===== config.mk =====
export PLATFORM = sky130hd
export DESIGN_NAME = ifetch_queue
export DESIGN_NICKNAME = d
export VERILOG_FILES = /design/src/rtl/ifetch_queue.sv
export SDC_FILE = /design/constraint.sdc
export NUM_CORES = 1
export LEC_CHECK = 0
export CAP_MARGIN = 40
export CORE_ASPECT_RATIO = 1.75
export CORE_MARGIN = 5
export CORE_UTILIZATION = 55
export CTS_CLUSTER_SIZE = 25
export DETAILED_ROUTE_END_ITERATION = 12
export HOLD_SLACK_MARGIN = 0.03
export PLACE_DENSITY = 0.83
export SLEW_MARGIN = 20
export SYNTH_ARGS = -nofsm -noshare
export SYNTH_HDL_FRONTEND = slang
export SYNTH_SLANG_ARGS = --single-unit

===== constraint.sdc =====
create_clock -name clk -period 6.7 [get_ports clk]
set_clock_uncertainty 0.05 [all_clocks]
set_input_delay 0.67 -clock clk [delete_from_list [all_inputs] [get_ports clk]]
set_output_delay 0.67 -clock clk [all_outputs]
set_load 0.05 [all_outputs]

===== src/rtl/ifetch_queue.sv =====
// rtl/ifetch_queue.sv - instruction fetch unit with a small PC-tagged word queue (optional IFETCH_STATS_EN counters)
module ifetch_queue #(
    parameter int          DEPTH    = 2,
    parameter logic [15:0] RESET_PC = 16'h0000
) (
    input  logic        clk,
    input  logic        reset,
    input  logic        redirect,
    input  logic [15:0] redirect_pc,
    output logic        mem_read,
    output logic [15:0] mem_address,
    input  logic        mem_resp,
    input  logic [15:0] mem_rdata,
    output logic        ir_valid,
    output logic [15:0] ir_data,
    output logic [15:0] ir_pc,
`ifdef IFETCH_STATS_EN
    output logic [15:0] stat_fetch_count,
    output logic [15:0] stat_discard_count,
`endif
    input  logic        ir_ready
);

    localparam int AW = $clog2(DEPTH);
    localparam int CW = AW + 1;

    typedef enum logic [1:0] {
        S_IDLE,
        S_FETCH,
        S_DISCARD
    } state_t;

    state_t         state_q, state_d;
    logic [15:0]    fetch_pc_q, fetch_pc_d;
    logic           mem_read_q, mem_read_d;
    logic [15:0]    mem_address_q, mem_address_d;
    logic [15:0]    q_data [DEPTH];
    logic [15:0]    q_pc   [DEPTH];
    logic [AW-1:0]  rd_ptr_q, wr_ptr_q;
    logic [CW-1:0]  count_q;
    logic [CW-1:0]  count_after_pop;
    logic           pop, push, drop, slot_free;
    logic [15:0]    redirect_target;

    assign ir_valid        = (count_q != '0);
    assign pop             = ir_valid & ir_ready;
    assign count_after_pop = count_q - CW'(pop);
    assign slot_free       = (count_after_pop < CW'(DEPTH));
    assign redirect_target = redirect_pc & 16'hFFFE;

    assign mem_read    = mem_read_q;
    assign mem_address = mem_address_q;
    assign ir_data     = ir_valid ? q_data[rd_ptr_q] : 16'h0000;
    assign ir_pc       = ir_valid ? q_pc[rd_ptr_q]   : 16'h0000;

    // Next-state, request and push/drop decisions
    always_comb begin
        state_d       = state_q;
        fetch_pc_d    = fetch_pc_q;
        mem_read_d    = mem_read_q;
        mem_address_d = mem_address_q;
        push          = 1'b0;
        drop          = 1'b0;
        case (state_q)
            S_IDLE: begin
                if (redirect) begin
                    fetch_pc_d = redirect_target;
                end else if (slot_free) begin
                    state_d       = S_FETCH;
                    mem_read_d    = 1'b1;
                    mem_address_d = fetch_pc_q;
                end
            end
            S_FETCH: begin
                if (redirect) begin
                    fetch_pc_d = redirect_target;
                    if (mem_resp) begin
                        state_d    = S_IDLE;
                        mem_read_d = 1'b0;
                        drop       = 1'b1;
                    end else begin
                        state_d = S_DISCARD;
                    end
                end else if (mem_resp) begin
                    push       = 1'b1;
                    fetch_pc_d = fetch_pc_q + 16'd2;
                    state_d    = S_IDLE;
                    mem_read_d = 1'b0;
                end
            end
            S_DISCARD: begin
                if (redirect) begin
                    fetch_pc_d = redirect_target;
                end
                if (mem_resp) begin
                    state_d    = S_IDLE;
                    mem_read_d = 1'b0;
                    drop       = 1'b1;
                end
            end
            default: begin
                state_d    = S_IDLE;
                mem_read_d = 1'b0;
            end
        endcase
    end

    // Fetch FSM state, PC and registered memory request
    always_ff @(posedge clk) begin
        if (reset) begin
            state_q       <= S_IDLE;
            fetch_pc_q    <= RESET_PC;
            mem_read_q    <= 1'b0;
            mem_address_q <= RESET_PC;
        end else begin
            state_q       <= state_d;
            fetch_pc_q    <= fetch_pc_d;
            mem_read_q    <= mem_read_d;
            mem_address_q <= mem_address_d;
        end
    end

    // Queue pointers and occupancy; a redirect flushes everything
    always_ff @(posedge clk) begin
        if (reset || redirect) begin
            rd_ptr_q <= '0;
            wr_ptr_q <= '0;
            count_q  <= '0;
        end else begin
            if (push) wr_ptr_q <= wr_ptr_q + AW'(1);
            if (pop)  rd_ptr_q <= rd_ptr_q + AW'(1);
            count_q <= count_q + CW'(push) - CW'(pop);
        end
    end

    // Queue storage: the word is tagged with the address it was read from
    always_ff @(posedge clk) begin
        if (push) begin
            q_data[wr_ptr_q] <= mem_rdata;
            q_pc[wr_ptr_q]   <= mem_address_q;
        end
    end

`ifdef IFETCH_STATS_EN
    // Saturating counters of pushed words and redirect-dropped responses
    always_ff @(posedge clk) begin
        if (reset) begin
            stat_fetch_count   <= 16'h0000;
            stat_discard_count <= 16'h0000;
        end else begin
            if (push && stat_fetch_count != 16'hFFFF)
                stat_fetch_count <= stat_fetch_count + 16'd1;
            if (drop && stat_discard_count != 16'hFFFF)
                stat_discard_count <= stat_discard_count + 16'd1;
        end
    end
`endif

endmodule


==> impl_metrics.env, run 1 <==
export IMPL_ys_types=49
export IMPL_cp_top_family="buffers and inverters"
export IMPL_cts_buffer_depth=2
export IMPL_grt_usage_pct=19.5
export IMPL_via_per_inst=5.59
export IMPL_ir_drop_v=0.000138
export IMPL_path_max_fanout=18
export IMPL_start_util_pct=56.5
export IMPL_yosys_top_cells_count="edfxtp_1, nand2_1, nor2_1, dfxtp_1, a21oi_1"
export IMPL_place_congestion=0.876
export IMPL_setup_viol=0
export IMPL_syn_instance_count=383
export IMPL_routed_wl_mm=9.20
export IMPL_die_x_um=76.6
export IMPL_drc=0
export IMPL_cts_buffers=9
export IMPL_grt_pass1_wl_mm=15.3
export IMPL_synth_avg_cell_area_um2=11.2
export IMPL_core_mm2=0.00757
export IMPL_synth_area_mm2=0.00427
export IMPL_vias=3104
export IMPL_cp_arrival_ps=2320
export IMPL_dpl_cell_count=539
export IMPL_clk_latency_ps=330
export IMPL_yosys_warnings=0
export IMPL_drv_cap=0
export IMPL_drt_first_pass_iters=4
export IMPL_endpoint_kind="output port"
export IMPL_required_ps=5980
export IMPL_period_needed_ps=3040
export IMPL_clock_sinks=100
export IMPL_cts_setup_buffers=0
export IMPL_critPathSlowestCell="clkdlybuf4s50_1"
export IMPL_hold_path_class="register to register"
export IMPL_drive_above_1_share_pct=7.28
export IMPL_ctsHoldBuffers=0
export IMPL_hold_viol_final=0
export IMPL_io_buffers=83
export IMPL_p_per_area_mw_per_mm2=245
export IMPL_cp_start_kind="register"
export IMPL_synth_edff_count=62
export IMPL_max_freq_mhz=329
export IMPL_rows=42
export IMPL_yosys_register_bits=100
export IMPL_fin_nets=507
export IMPL_dieArea_mm2=0.00970
export IMPL_root_buffer="clkbuf_16"
export IMPL_yosysTopAreaCell="edfxtp_1"
export IMPL_dp_hpwl_mm=6.52
export IMPL_synth_area_top_cells="edfxtp_1, dfxtp_1, mux2i_1, nand2_1, a21oi_1"
export IMPL_path_cells="buf_16 > mux2i_1 > nor2_1 > clkdlybuf4s50_1"
export IMPL_max_stage_delay_ps=820
export IMPL_stdcell_count=555
export IMPL_ctsResizeCount=0
export IMPL_grt_max_degree=40
export IMPL_async_flop_share_pct=0
export IMPL_ant_nets=0
export IMPL_slew_headroom_pct=54.2
export IMPL_status="finished, final reports clean"
export IMPL_syn_to_final_growth_pct=29.8
export IMPL_setup_tns_ps=0
export IMPL_cp_buffers_inverters=2
export IMPL_grt_pass1_vias=3195
export IMPL_htree_levels=3
export IMPL_worstMarginPinSlew_ps=684
export IMPL_post_route_period_util_pct=45.4
export IMPL_nFillCells=518
export IMPL_die_y_um=127
export IMPL_antenna_found_initial=0
export IMPL_drv_slew=0
export IMPL_rsz0062_at_grt="false"
export IMPL_diodes=0
export IMPL_holdWs_ps=425
export IMPL_r2r_slack_ps=4460
export IMPL_routedWlPerCell_um=16.6
export IMPL_seq_area_frac_synth_pct=61.4
export IMPL_synth_top_area_share_pct=43.6
export IMPL_cts_reportedPaths_clkPinSlew_ps=60
export IMPL_leakage_uw=0.00190
export IMPL_cts_tree="done"
export IMPL_overflow=0
export IMPL_synth_most_common_cell="edfxtp_1"
export IMPL_synthFlopType="edfxtp_1"
export IMPL_crit_type="register to output port"
export IMPL_design_portCount=87
export IMPL_dr_first_iter_drc_count=186
-- kinds of logic after synthesis --
logic type / share of synthesized area (%)
flip-flops: 61.4
other: 0.0878
adder cells (fa/ha/maj): 2.34
buffers and inverters: 3.40
multiplexers: 7.26
AO/OA/AOI/OAI: 10.2
AND/OR/NAND/NOR: 14.5
XOR/XNOR: 0.820
-- placed cells by master (no fill, tap or decap), types with 3 or more instances in the layout --
cell type,instances
nor3_1,11
a21oi_1,34
o32ai_1,3
nor2_1,42
or3_1,3
o21ai_1,8
dfxtp_1,37
clkbuf_16,10
a31oi_1,5
inv_1,7
and2_1,3
mux2i_1,31
clkinv_2,3
xnor2_1,3
a21o_1,3
ha_1,8
buf_16,3
buf_4,3
clkdlybuf4s50_1,83
nor2_4,3
a211oi_1,3
nand2b_1,4
nand2_1,54
edfxtp_1,62
nand3_1,3
-- layer usage --
layer / wire, µm / GRT usage [%] / vias to the layer above
met5: 0 / 0 / -
met4: 210 / 9.17 / 0
met3: 342 / 2.84 / 17
met2: 5130 / 36.4 / 91
met1: 3510 / 21.4 / 1475
li1: - / - / 1521
-- registers in the layout (all words and copies together), names as in the netlist, named ones only --
name and count:
fetch_pc_q 15, wr_ptr_q 1, state_q 2, mem_address 15, q_data 32, mem_read 1, count_q 2, rd_ptr_q 1
q_pc 30
-- power by group --
group	leakage [µW]	internal [µW]	switching, µW	total [µW]
registers	0.000903	672	19.6	692
clock network	0.000152	309	209	518
logic	0.000849	60.0	88.3	148
total	0.00190	1040	317	1360
-- worst paths after layout --
path	depth (start not counted)	to	from
min	2	mem_address[15]	fetch_pc_q[15]
min reg2reg	2	mem_address[15]	fetch_pc_q[15]
max	4	ir_data[8]	register
max reg2reg	7	fetch_pc_q[7]	state_q[0]
-- cell type report --
class	instances	area, µm²	area share [%]
Multi-Input combinational cell	252	1530	27.5
Timing Repair Buffer	90	951	17.1
Inverter	9	33.8	0.609
Clock inverter	5	48.8	0.880
Sequential cell	100	2620	47.3
Clock buffer	11	254	4.58
Tap cell	88	110	1.98
-- tightest hold or removal path, stage by stage, from the launching register on --
cell     delay, ps
dfxtp_1        320
nand2_1         60
a21oi_1         50
-- stage by stage --
| stage | setup slack (ps) | cell area (µm²) | utilization (%) | power (µW) |
|---|---|---|---|---|
| after floorplan | 3980 | 4280 | - | 794 |
| after global placement | 3640 | 5140 | 67.9 | 843 |
| after detailed placement | 3710 | 5250 | 69.3 | 852 |
| after CTS | 3610 | 5550 | 73.3 | 1360 |
| after global routing | 3550 | 5550 | 73.3 | 1400 |
| final | 3660 | 5550 | 73.3 | 1360 |
(Power assumes the default switching activity.)
==> run 2, diff against run 1 <==
--- a/config.mk
+++ b/config.mk
@@ -8,11 +8,11 @@
 export CAP_MARGIN = 40
 export CORE_ASPECT_RATIO = 1.75
 export CORE_MARGIN = 5
-export CORE_UTILIZATION = 55
+export CORE_UTILIZATION = 46
 export CTS_CLUSTER_SIZE = 25
 export DETAILED_ROUTE_END_ITERATION = 12
 export HOLD_SLACK_MARGIN = 0.03
-export PLACE_DENSITY = 0.83
+export PLACE_DENSITY = 0.74
 export SLEW_MARGIN = 20
 export SYNTH_ARGS = -nofsm -noshare
 export SYNTH_HDL_FRONTEND = slang
==> constraint.sdc (replaced) <==
create_clock -name clk -period 2.5 [get_ports clk]
set_clock_uncertainty 0.05 [all_clocks]
set_input_delay 0.25 -clock clk [delete_from_list [all_inputs] [get_ports clk]]
set_output_delay 0.25 -clock clk [all_outputs]
set_load 0.05 [all_outputs]
==> run 2 against run 1 <==
Against the previous run: register-to-register slack worse by 4100 ps; sequential power rose to 2.7 times the previous value; largest cell class unchanged; die area up 17%; critical path type is now register to register; critical endpoint is now fetch_pc_q[1].
==> impl_metrics.env, run 2 (synthesis gave the netlist of run 1 again) <==
export IMPL_start_util_pct=47.0
export IMPL_cts_reportedPaths_clkPinSlew_ps=70
export IMPL_min_from="redirect_pc[2]"
export IMPL_ant_nets=0
export IMPL_max_stage_delay_ps=400
export IMPL_io_buffers=83
export IMPL_cp_top_family="simple AND/OR/NAND/NOR gates"
export IMPL_path_max_fanout=31
export IMPL_reg2regPathDepth=6
export IMPL_via_per_inst=5.13
export IMPL_hold_path_class="input pin to register"
export IMPL_largest_register="q_data"
export IMPL_reg_top3="q_data (32), q_pc (30)"
export IMPL_post_route_period_util_pct=83.7
export IMPL_cp_buffers_inverters=2
export IMPL_vias=3056
export IMPL_core_mm2=0.00909
export IMPL_diodes=0
export IMPL_drv_cap=0
export IMPL_grt_pass1_wl_mm=14.5
export IMPL_required_ps=2700
export IMPL_holdWs_ps=437
export IMPL_period_needed_ps=2090
export IMPL_design_portCount=87
export IMPL_die_x_um=82.9
export IMPL_cts_buffer_depth=2
export IMPL_dieArea_mm2=0.0114
export IMPL_largest_register_ffs=32
export IMPL_cts_setup_buffers=0
export IMPL_setup_viol=0
export IMPL_die_y_um=137
export IMPL_worstMarginPinSlew_ps=520
export IMPL_ir_drop_v=0.000374
export IMPL_crit_type="register to register"
export IMPL_cts_tree="done"
export IMPL_drv_slew=0
export IMPL_worstReg2RegStart="state_q[0]"
export IMPL_hold_depth=3
export IMPL_rows=46
export IMPL_syn_to_final_growth_pct=32.9
export IMPL_routedWlPerCell_um=15.2
export IMPL_cp_arrival_ps=2300
export IMPL_routed_wl_mm=9.07
export IMPL_cp_start_kind="register"
export IMPL_antenna_found_initial=0
export IMPL_final_common_cell="edfxtp_1"
export IMPL_dr_first_iter_drc_count=132
export IMPL_path_depth=6
export IMPL_rsz0062_at_grt="false"
export IMPL_cts_buffers=9
export IMPL_cp_startpoint="state_q[0]"
export IMPL_root_buffer="clkbuf_16"
export IMPL_fin_area_mm2=0.00568
export IMPL_ctsResizeCount=0
export IMPL_drive_above_1_share_pct=16.0
export IMPL_path_cells="inv_1 > ha_1 > or3_1 > buf_4 > or3_1 > a31oi_1"
export IMPL_hold_viol_final=0
export IMPL_cp_common_cell="or3_1"
export IMPL_layout_common_cells="edfxtp_1, nand2_1, clkdlybuf4s50_1"
export IMPL_drt_first_pass_iters=5
export IMPL_clk_latency_ps=340
export IMPL_critPathSlowestCell="dfxtp_1"
export IMPL_slew_headroom_pct=65.4
export IMPL_endpoint_kind="register"
export IMPL_placed_area_mm2=0.00540
export IMPL_fin_nets=516
export IMPL_grt_pass1_vias=3062
export IMPL_leakage_uw=0.00201
export IMPL_overflow=0
export IMPL_grt_max_degree=32
export IMPL_ctsHoldBuffers=0
export IMPL_p_per_area_mw_per_mm2=625
export IMPL_drc=0
export IMPL_total_power_uw=3550
export IMPL_status="finished, final reports clean"
export IMPL_final_util_pct=62.5
export IMPL_clock_sinks=100
export IMPL_place_congestion=0.884
export IMPL_htree_levels=3
export IMPL_dp_hpwl_mm=6.66
export IMPL_grt_usage_pct=16.2
export IMPL_nFillCells=765
export IMPL_max_freq_mhz=478
==> run 2: changes by cell type in the layout (fill, tap and decap cells not counted), sizes merged <==
cell	delta
buf	+40
clkinvlp	+2
clkinv	-3
bufinv	-1
clkbuf	-2
clkdlybuf4s50	-31
inv	+4
==> run 2: path summary, 6_finish.rpt <==
path / to / slack, ps
worst max-delay path: fetch_pc_q[1] / 410
worst min register to register: mem_address[15] / 440
worst min-delay path: fetch_pc_q[2] / 440
worst max register to register: fetch_pc_q[1] / 410
==> run 2: metal layers <==
metal | vias to the layer above | track usage (%) | wire (µm)
li1 | 1538 | - | -
met1 | 1424 | 16.1 | 3370
met2 | 81 | 32.2 | 5120
met3 | 13 | 3.17 | 408
met4 | 0 | 6.91 | 171
met5 | - | 0 | 0
==> run 2: cell type report <==
| type | count | area [µm²] | area share [%] |
|---|---|---|---|
| Sequential cell | 100 | 2620 | 46.2 |
| Tap cell | 120 | 150 | 2.64 |
| Clock buffer | 9 | 225 | 3.97 |
| Clock inverter | 7 | 58.8 | 1.04 |
| Multi-Input combinational cell | 252 | 1530 | 26.9 |
| Inverter | 9 | 33.8 | 0.595 |
| Timing Repair Buffer | 99 | 1060 | 18.7 |
==> run 2: worst register-to-register path, delay by kind of cell (launching register included) <==
family / cells / cell delay, ps
and+or+nand+nor: 2 / 740
DFF: 1 / 400
buffers and inverters: 2 / 320
adders and majority gates: 1 / 290
AOI/OAI and AO/OA: 1 / 200
==> run 2: report_power, final <==
| group | internal, µW | total, µW | switching [µW] |
|---|---|---|---|
| logic | 169 | 404 | 235 |
| clock network | 690 | 1290 | 604 |
| registers | 1800 | 1850 | 53.0 |
| total | 2660 | 3550 | 892 |
==> run 2: stage by stage <==
| step | std cells | setup WS, ps | TNS, ps |
|---|---|---|---|
| after CTS | 596 | 366 | 0 |
| after detailed placement | 580 | 316 | 0 |
| after floorplan | 384 | -189 | -11740 |
| after global placement | 580 | 337 | 0 |
| after global routing | 596 | 284 | 0 |
| final | 596 | 407 | 0 |
==> run 3, diff against run 2 <==
==> constraint.sdc (replaced) <==
create_clock -name clk -period 1.8 [get_ports clk]
set_clock_uncertainty 0.05 [all_clocks]
set_input_delay 0.18 -clock clk [delete_from_list [all_inputs] [get_ports clk]]
set_output_delay 0.18 -clock clk [all_outputs]
set_load 0.05 [all_outputs]
==> run 3 against run 2 <==
Against the previous run: the run now ends with setup timing left; clock-buffer cell count increased by 1; routed wire length increased by 6.4%; setup slack got worse by 410 ps; hold slack got worse by 63 ps; maximum frequency increased by 16%; die area unchanged; via count increased by 3.5%; global-route usage increased by 0.97 points; total power increased by 47%; critical endpoint is now fetch_pc_q[7]; highest routed layer unchanged.
==> impl_metrics.env, run 3 (synthesis gave the netlist of run 1 again) <==
export IMPL_status="finished, violations left"
export IMPL_failed_checks="setup timing"
export IMPL_root_buffer="clkbuf_16"
export IMPL_die_y_um=137
export IMPL_grt_pass1_wl_mm=15.4
export IMPL_vias=3163
export IMPL_rows=46
export IMPL_place_congestion=0.896
export IMPL_design_portCount=87
export IMPL_clk_latency_ps=330
export IMPL_rsz0062_at_grt="true"
export IMPL_ir_drop_v=0.000502
export IMPL_overflow=0
export IMPL_endpoint_kind="register"
export IMPL_max_freq_mhz=553
export IMPL_cp_start_kind="register"
export IMPL_drive_above_1_share_pct=25.3
export IMPL_cts_reportedPaths_clkPinSlew_ps=70
export IMPL_largest_register_ffs=32
export IMPL_stdcell_count=610
export IMPL_start_util_pct=47.0
export IMPL_hold_path_class="input pin to register"
export IMPL_grt_usage_pct=17.2
export IMPL_reg_top3="q_data (32), q_pc (30)"
export IMPL_fin_nets=530
export IMPL_post_place_ws_ps=-160
export IMPL_antenna_found_initial=0
export IMPL_highest_layer="met4"
export IMPL_dieArea_mm2=0.0114
export IMPL_grt_max_degree=40
export IMPL_setup_viol=1
export IMPL_cts_buffer_depth=2
export IMPL_htree_levels=3
export IMPL_clock_sinks=100
export IMPL_wl_met1_mm=3.51
export IMPL_largest_register="q_data"
export IMPL_diodes=0
export IMPL_crit_type="register to register"
export IMPL_cts_tree="done"
export IMPL_dp_hpwl_mm=6.97
export IMPL_drv_cap=0
export IMPL_io_buffers=83
export IMPL_multi_input_area_mm2=0.00162
export IMPL_grt_pass1_vias=3175
export IMPL_wl_met2_mm=5.63
export IMPL_drc=0
export IMPL_final_common_cell="edfxtp_1"
export IMPL_ant_nets=0
export IMPL_required_ps=2030
export IMPL_dr_first_iter_drc_count=129
export IMPL_setup_slack_ps=-7.59
export IMPL_dpl_cell_count=592
export IMPL_reg2regPathDepth=7
export IMPL_nFillCells=715
export IMPL_via_per_inst=5.19
export IMPL_routedWlPerCell_um=15.8
export IMPL_p_per_area_mw_per_mm2=847
export IMPL_core_mm2=0.00909
export IMPL_drv_slew=0
export IMPL_leakage_uw=0.00223
export IMPL_routed_wl_mm=9.66
export IMPL_holdWs_ps=375
export IMPL_hold_depth=1
export IMPL_path_max_fanout=27
export IMPL_die_x_um=82.9
export IMPL_drt_first_pass_iters=4
export IMPL_final_util_pct=67.8
export IMPL_period_needed_ps=1810
export IMPL_register_area_mm2=0.00263
export IMPL_syn_to_final_growth_pct=44.4
export IMPL_layout_common_cells="edfxtp_1, nand2_1, nor2_1, buf_4, buf_12"
export IMPL_hold_viol_final=0
export IMPL_met3_wirelength_um=375
export IMPL_post_route_period_util_pct=100
export IMPL_cts_buffers=9
export IMPL_cp_arrival_ps=2040
## run 3: critical path, cell delays in order (launching register included)
cell and delay (ps):
dfxtp_4 390, inv_4 50, ha_4 170, or3_4 390
buf_12 170, o41ai_2 310, nand2_1 100, a21oi_2 110
## run 3: what timing repair did
item	in CTS	in global routing
buffers inserted	2	0
endpoints found under the hold margin	0	0
resized for setup	5	13
hold buffers	0	0
pin swaps	1	1
setup endpoints to repair	6	35
## run 3: cell type report
class	count	area share, %
multi-input combinational	252	26.3
clock buffer	10	4.06
clock inverter	6	1.10
inverter	9	0.669
sequential	100	42.7
tap	120	2.43
timing repair buffer	113	22.8
## run 3: final timing paths
check / from / end / slack (ps)
max reg2reg: state_q[0] / fetch_pc_q[7] / -8
min: mem_rdata[12] / q_data[1][12] / 370
max: state_q[0] / fetch_pc_q[7] / -8
min reg2reg: fetch_pc_q[15] / mem_address[15] / 430
## run 3: where the power goes
group | switching (µW) | total (µW) | internal [µW]
Sequential | 70.8 | 2570 | 2500
Combinational | 360 | 656 | 296
Clock | 828 | 2000 | 1170
Total | 1260 | 5220 | 3970
## run 3: per-stage QoR
step | area (µm²) | total power, µW | TNS (ps)
floorplan | 4350 | 2970 | 0
global placement | 5780 | 3240 | -949
detailed placement | 5780 | 3260 | -1410
CTS | 6130 | 5250 | -10.3
global route | 6170 | 5410 | -251
finish | 6170 | 5220 | -7.59
## run 3: per-layer routing
metal  global-route usage (%)  up-vias
li1                         -     1569
met1                     17.2     1499
met2                     34.5       83
met3                     3.47       12
met4                     6.18        0
met5                        0        -
